[src/rtl/mux_nway_reg.sv]
// N-way registered multiplexer with valid/ready handshakes on every channel.
// The source is picked either by an explicit select or by round-robin arbitration.
module mux_nway_reg #(
   parameter int WIDTH = 16,
   parameter int WAYS  = 4,
   localparam int SEL_W = $clog2(WAYS)
) (
   input  logic                    clk,
   input  logic                    reset,
   input  logic                    mode,
   input  logic [SEL_W-1:0]        select,
   input  logic [WAYS*WIDTH-1:0]   in_data,
   input  logic [WAYS-1:0]         in_valid,
   output logic [WAYS-1:0]         in_ready,
   output logic [WIDTH-1:0]        out_data,
   output logic                    out_valid,
   input  logic                    out_ready,
   output logic [SEL_W-1:0]        out_chan
);

   typedef enum logic {
      MODE_SELECT = 1'b0,
      MODE_RR     = 1'b1
   } mode_e;

   logic [WIDTH-1:0] out_data_q,  out_data_d;
   logic             out_valid_q, out_valid_d;
   logic [SEL_W-1:0] out_chan_q,  out_chan_d;
   logic [SEL_W-1:0] ptr_q,       ptr_d;

   logic             load_en;
   logic [SEL_W-1:0] grant;
   logic             grant_ok;
   logic             xfer;
   logic [WIDTH-1:0] grant_data;
   mode_e            mode_sel;

   // Channel index reached k steps after base, wrapping at WAYS.
   function automatic logic [SEL_W-1:0] rr_idx(input logic [SEL_W-1:0] base, input int k);
      int s;
      s = int'(base) + k;
      if (s >= WAYS) s = s - WAYS;
      return SEL_W'(s);
   endfunction

   assign mode_sel = mode_e'(mode);

   // Reset is folded in here so no producer sees in_ready while the register is being cleared.
   assign load_en = (!out_valid_q || out_ready) && !reset;

   always_comb begin
      // NOTE: every output of a combinational block gets a default first; a path that
      // leaves one unassigned would infer a latch.
      grant    = '0;
      grant_ok = 1'b0;
      if (mode_sel == MODE_SELECT) begin
         grant    = select;
         grant_ok = (int'(select) < WAYS);
      end else begin
         for (int k = 0; k < WAYS; k++) begin
            if (!grant_ok && in_valid[rr_idx(ptr_q, k)]) begin
               grant    = rr_idx(ptr_q, k);
               grant_ok = 1'b1;
            end
         end
      end
   end

   always_comb begin
      in_ready = '0;
      if (grant_ok && load_en) in_ready[grant] = 1'b1;
   end

   assign xfer = grant_ok && load_en && in_valid[grant];

   always_comb begin
      grant_data = '0;
      for (int i = 0; i < WAYS; i++) begin
         if (SEL_W'(i) == grant) grant_data = in_data[i*WIDTH +: WIDTH];
      end
   end

   always_comb begin
      out_data_d  = out_data_q;
      out_valid_d = out_valid_q;
      out_chan_d  = out_chan_q;
      ptr_d       = ptr_q;
      if (xfer) begin
         out_data_d  = grant_data;
         out_chan_d  = grant;
         out_valid_d = 1'b1;
         // The pointer only moves on a round-robin transfer, so a stall never costs a channel its turn.
         if (mode_sel == MODE_RR) begin
            ptr_d = (grant == SEL_W'(WAYS - 1)) ? '0 : grant + 1'b1;
         end
      end else if (out_ready) begin
         out_valid_d = 1'b0;
      end
   end

   always_ff @(posedge clk) begin
      // NOTE: state registers use non-blocking assignments so every flop samples
      // values from before the edge, independent of statement order.
      if (reset) begin
         out_data_q  <= '0;
         out_valid_q <= 1'b0;
         out_chan_q  <= '0;
         ptr_q       <= '0;
      end else begin
         out_data_q  <= out_data_d;
         out_valid_q <= out_valid_d;
         out_chan_q  <= out_chan_d;
         ptr_q       <= ptr_d;
      end
   end

   assign out_data  = out_data_q;
   assign out_valid = out_valid_q;
   assign out_chan  = out_chan_q;

   a_ready_onehot: assert property (@(posedge clk) $onehot0(in_ready));

   a_hold_stable: assert property (@(posedge clk) disable iff (reset)
      (out_valid_q && !out_ready) |=> (out_valid_q && $stable(out_data_q) && $stable(out_chan_q)));

endmodule

[config.mk]
export PLATFORM = sky130hd
export DESIGN_NAME = mux_nway_reg
export DESIGN_NICKNAME = d
export VERILOG_FILES = /design/src/rtl/mux_nway_reg.sv
export SDC_FILE = /design/constraint.sdc
export NUM_CORES = 1
export LEC_CHECK = 0
export CAP_MARGIN = 10
export CORE_ASPECT_RATIO = 0.6
export CORE_MARGIN = 8
export CORE_UTILIZATION = 35
export CTS_CLUSTER_DIAMETER = 80
export CTS_CLUSTER_SIZE = 10
export DETAILED_ROUTE_END_ITERATION = 10
export GPL_ROUTABILITY_DRIVEN = 0
export PLACE_DENSITY = 0.75
export SLEW_MARGIN = 0
export SYNTH_ARGS = -nofsm -noshare
export SYNTH_HDL_FRONTEND = slang
export SYNTH_SLANG_ARGS = --single-unit
[constraint.sdc]
create_clock -name clk -period 3.29 [get_ports clk]
set_clock_uncertainty 0.15 [all_clocks]
set_input_delay 0.658 -clock clk [delete_from_list [all_inputs] [get_ports clk]]
set_output_delay 0.658 -clock clk [all_outputs]
set_load 0.02 [all_outputs]
==> results of run 1 <==
stage by stage:
stage | total power (W) | utilization [%] | hold WS, ns | instance area (um2) | std cells
2_1_floorplan | 0.000559 | - | 0.400 | 1680 | 202
3_3_place_gp | 0.000785 | 61.2 | 0.379 | 2810 | 365
3_5_place_dp | 0.000790 | 61.2 | 0.383 | 2810 | 365
4_1_cts | 0.000973 | 63.1 | 0.396 | 2890 | 371
5_1_grt | 0.00103 | 63.2 | 0.428 | 2900 | 371
6_report | 0.000969 | 63.2 | 0.404 | 2900 | 371
cells in the mapped netlist:
library cell / number
a21oi_1: 21
dfxtp_1: 21
inv_1: 21
nor2b_1: 20
nand2_1: 17
a211o_1: 16
a221oi_1: 16
clkbuf_1: 15
mux2_2: 9
mux2_4: 9
nor2_1: 6
a211oi_1: 5
and2_1: 5
ha_1: 4
buf_6: 2
mux2i_1: 2
nand2b_1: 2
a21o_1: 1
a221o_1: 1
and3b_1: 1
mux2i_4: 1
nand3b_1: 1
nor2b_2: 1
nor3_1: 1
nor4_1: 1
nor4_4: 1
nor4b_1: 1
o221ai_1: 1
final cells by class:
| type | count | area (um2) |
|---|---|---|
| fillers | 396 | 1690 |
| multi-input cells | 143 | 1140 |
| repair buffers | 119 | 1130 |
| flip-flops and latches | 21 | 420 |
| inverters | 21 | 78.8 |
| well taps | 63 | 78.8 |
| clock buffers | 4 | 45.0 |
path summary, 6_finish.rpt:
kind / startpoint / slack (ns) / endpoint
max reg2reg: ptr_q[1] / 0.48 / out_data[10]
min reg2reg: out_valid / 0.40 / out_valid
min: out_valid / 0.40 / out_valid
max: select[0] / 0.04 / in_ready[0]
layer usage:
layer / up-vias / track usage (%) / share of wire, %
li1: 933 / - / -
met1: 878 / 23.5 / 49
met2: 69 / 23.3 / 42
met3: 4 / 5.29 / 8.3
met4: 0 / 1.73 / 0.30
met5: - / 0 / 0
cell families after synthesis:
kind of cell             count (synthesis)  synth area share (%)
AO/OA/AOI/OAI                           61                  26.8
AND/OR/NAND/NOR                         57                  19.2
buffers and inverters                   38                  9.40
multiplexers                            21                  16.6
flip-flops                              21                  25.1
adder cells (fa/ha/maj)                  4                  2.98
worst max-delay path: stages:
cell	delay [ns]
clkdlybuf4s50_1	0.52
nor2b_4	0.18
nor3_1	0.08
nor4_4	0.30
inv_2	0.10
ha_2	0.22
and2_1	0.14
clkdlybuf4s15_2	0.25
state kept, by name, summed over array words and instances, names as in the netlist:
name       cells
out_data      16
out_chan       2
ptr_q          2
out_valid      1
power breakdown:
group	internal (W)	total [W]	switching (W)
Clock	0.0000864	0.000172	0.0000852
Sequential	0.000282	0.000297	0.0000155
Combinational	0.000283	0.000500	0.000217
timing repair:
| action | 4_1_cts | 5_1_grt |
|---|---|---|
| setup buffers | 2 | 0 |
| pin swaps | 1 | 1 |
| setup endpoints to repair | 15 | 15 |
| resized for setup | 18 | 8 |
==> results.sh, run 1 <==
export IMPL_status="finished, final reports clean"
export IMPL_hold_violations=0
export IMPL_core_area_um2=4590
export IMPL_yosysUniqueCellTypes=28
export IMPL_die_height_um=69.6
export IMPL_grt_pass1_vias=1812
export IMPL_die_w_um=105
export IMPL_startpoint_type="primary input"
export IMPL_cts_sinks=21
export IMPL_cts_tree="yes"
export IMPL_cts_path_max_buffers=2
export IMPL_worst_pin_slew_ns=0.397
export IMPL_syn_area_per_cell_um2=8.31
export IMPL_grt_overflow_total=0
export IMPL_reg2reg_depth=11
export IMPL_nets=387
export IMPL_antenna_left=0
export IMPL_root_buffer="clkbuf_8"
export IMPL_grt_use_total_pct=16.3
export IMPL_synth_top_area_share_pct=25.1
export IMPL_grt_max_degree=41
export IMPL_ir_worst_vdd_v=0.000282
export IMPL_slew_violations=0
export IMPL_synth_area_top_cells="dfxtp_1 (25%), a211o_1 (8.4%), a221oi_1 (8.4%)"
export IMPL_ctsHoldBuffers=0
export IMPL_num_vias=1884
export IMPL_io_buffers=96
export IMPL_leakage_nw=1.22
export IMPL_max_cap_violations=0
export IMPL_synth_area_leader_cell="dfxtp_1"
export IMPL_dieArea_um2=7340
export IMPL_fin_tns_setup_ns=0
export IMPL_worstPathRequired_ns=2.48
export IMPL_avgRoutedWirePerCell_um=17.3
export IMPL_remaining_drc_errors=0
export IMPL_syn_nets=280
export IMPL_grt_pass1_wl_um=9960
export IMPL_clkTransAtPathRegs_ns=0.08
export IMPL_crit_fanout=3
export IMPL_max_slew_margin_pct=73.3
export IMPL_critPathArrivalTime_ns=2.44
export IMPL_drive_gt1_share_pct=19.5
export IMPL_viasPerCell=5.08
export IMPL_num_antenna_cells=0
export IMPL_setup_ws_ns=0.0427
export IMPL_synthesis_area_um2=1680
export IMPL_period_needed_ns=3.25
export IMPL_io_pins=97
export IMPL_final_cell_mix="clkdlybuf4s50_1 (89), buf_4 (22), a21oi_1 (21), dfxtp_1 (21), inv_1 (20)"
export IMPL_syn_to_final_growth_pct=72.9
export IMPL_finalSetupViolations=0
export IMPL_worstSetupPathType="primary input to primary output"
export IMPL_post_route_period_util_pct=98.7
export IMPL_hpwl_um=5030
export IMPL_insertion_delay_ns=0.26
export IMPL_ys_warn_count=0
export IMPL_drtIter0Drc=93
export IMPL_postSynthCellCount=202
export IMPL_hold_path_class="register to register"
export IMPL_htreeDepth=1
export IMPL_power_density_nw_per_um2=334
export IMPL_antenna_found_initial=0
export IMPL_routed_wl_um=6420
export IMPL_fp_row_count=19
export IMPL_ys_ff_latch=21
export IMPL_start_util_pct=36.6
export IMPL_layout_commonest_cell="clkdlybuf4s50_1"
export IMPL_place_ws_ns=-0.383
export IMPL_cts_buffers=3
export IMPL_hold_path_depth=2
export IMPL_yosysSeqAreaShare_pct=25.1
export IMPL_max_freq_ghz=0.308
export IMPL_dr_pass1_iters=4
export IMPL_crit_path_end_kind="primary output"
(Power assumes the default switching activity.)
==> run 2: changes to the inputs <==
ABC_CLOCK_PERIOD_IN_PS = 3290   (was default)
SETUP_SLACK_MARGIN = 0.4   (was default)
==> results.sh, run 2 (synthesized netlist as in run 1, its figures left out) <==
export IMPL_fp_row_count=19
export IMPL_cts_buffers=3
export IMPL_antenna_found_initial=0
export IMPL_hpwl_um=5050
export IMPL_power_density_nw_per_um2=336
export IMPL_max_cap_violations=0
export IMPL_crit_path_end_kind="primary output"
export IMPL_max_slew_margin_pct=66.7
export IMPL_nets=392
export IMPL_core_area_um2=4590
export IMPL_drtIter0Drc=112
export IMPL_worstSetupPathType="primary input to primary output"
export IMPL_crit_fanout=6
export IMPL_hold_path_class="register to register"
export IMPL_die_height_um=69.6
export IMPL_rsz0062_at_grt="false"
export IMPL_grt_pass1_vias=1875
export IMPL_status="finished, final reports clean"
export IMPL_worstPathRequired_ns=2.48
export IMPL_dr_pass1_iters=6
export IMPL_finalSetupViolations=0
export IMPL_layout_commonest_cell="clkdlybuf4s50_1"
export IMPL_hold_worst_slack_ns=0.380
export IMPL_largest_reg_flops=16
export IMPL_avgRoutedWirePerCell_um=18.2
export IMPL_cts_tree="yes"
export IMPL_utilization_pct=69.0
export IMPL_grt_use_total_pct=17.5
export IMPL_io_pins=97
export IMPL_period_needed_ns=2.81
export IMPL_antenna_left=0
export IMPL_viasPerCell=5.06
export IMPL_worst_pin_slew_ns=0.496
export IMPL_placed_cells=365
export IMPL_post_route_period_util_pct=85.5
export IMPL_drive_gt1_share_pct=29.7
export IMPL_io_buffers=96
export IMPL_leakage_nw=1.32
export IMPL_grt_overflow_total=0
export IMPL_dieArea_um2=7340
export IMPL_remaining_drc_errors=0
export IMPL_grt_max_degree=41
export IMPL_cts_sinks=21
export IMPL_start_util_pct=36.6
export IMPL_instances_no_fill=376
export IMPL_clkTransAtPathRegs_ns=0.08
export IMPL_htreeDepth=1
export IMPL_root_buffer="clkbuf_8"
export IMPL_slew_violations=0
export IMPL_num_vias=1903
export IMPL_startpoint_type="primary input"
export IMPL_cts_path_max_buffers=2
export IMPL_num_antenna_cells=0
export IMPL_insertion_delay_ns=0.26
export IMPL_placed_area_um2=2930
export IMPL_grt_pass1_wl_um=10400
export IMPL_routed_wl_um=6860
export IMPL_ir_worst_vdd_v=0.000257
export IMPL_design_area_um2=3170
export IMPL_critPathArrivalTime_ns=2.00
export IMPL_hold_violations=0
export IMPL_die_w_um=105
export IMPL_power_w=0.00106
export IMPL_final_cell_mix="clkdlybuf4s50_1 (86), a21oi_1 (21), dfxtp_1 (20), buf_4 (20)"
export IMPL_max_freq_ghz=0.356
export IMPL_syn_to_final_growth_pct=88.7
run 2: changes by cell type in the layout (fill, tap and decap cells not counted), sizes merged:
cell,previous run,this run
buf,24,36
dlygate4sd2,3,1
clkinvlp,0,1
clkdlybuf4s15,2,0
clkdlybuf4s50,89,86
clkbuf,5,4
run 2: power by group:
part / switching (W) / leakage (nW) / internal (W)
combinational: 0.000255 / 1.13 / 0.000331
sequential: 0.0000174 / 0.172 / 0.000282
clock: 0.0000917 / 0.0217 / 0.0000857
run 2: cell type report:
type | instances | area (um2)
fill | 355 | 1420
multi-input combinational | 143 | 1320
timing repair buffer | 124 | 1210
sequential | 21 | 422
inverter | 21 | 81.3
tap | 63 | 78.8
clock buffer | 3 | 41.3
clock inverter | 1 | 7.51
run 2: worst paths after layout:
| kind | start | end | slack, ns | depth (start not counted) |
|---|---|---|---|---|
| worst max-delay path | in_valid[0] | in_ready[2] | 0.48 | 9 |
| worst min-delay path | out_chan[0] | out_chan[0] | 0.38 | 2 |
| worst max register to register | ptr_q[1] | out_data[14] | 0.52 | 11 |
| worst min register to register | out_chan[0] | out_chan[0] | 0.38 | 2 |
run 2: critical path: stages:
cell,delay [ns]
buf_2,0.16
a21o_1,0.14
a21oi_1,0.06
o221ai_1,0.24
and2_4,0.25
inv_2,0.08
ha_4,0.16
and2_4,0.13
buf_6,0.12
run 2: layer usage:
layer	vias up	GRT usage (%)	wire length, um
li1	946	-	-
met1	890	24.0	3250
met2	63	26.1	3000
met3	4	5.94	577
met4	0	2.20	24
met5	-	0	0
run 2: through the flow:
step / setup WS, ns / setup TNS (ns)
after floorplan: 0.365 / 0
after global placement: -0.326 / -3.78
after detailed placement: -0.394 / -5.38
after CTS: 0.400 / 0
after global routing: 0.402 / 0
final: 0.478 / 0
run 2: timing repair:
item	4_1_cts	5_1_grt
gates resized for setup	52	21
setup endpoints to repair	20	18
buffers inserted	5	1
cloned	0	1
hold buffers	0	0
pin swaps	6	6
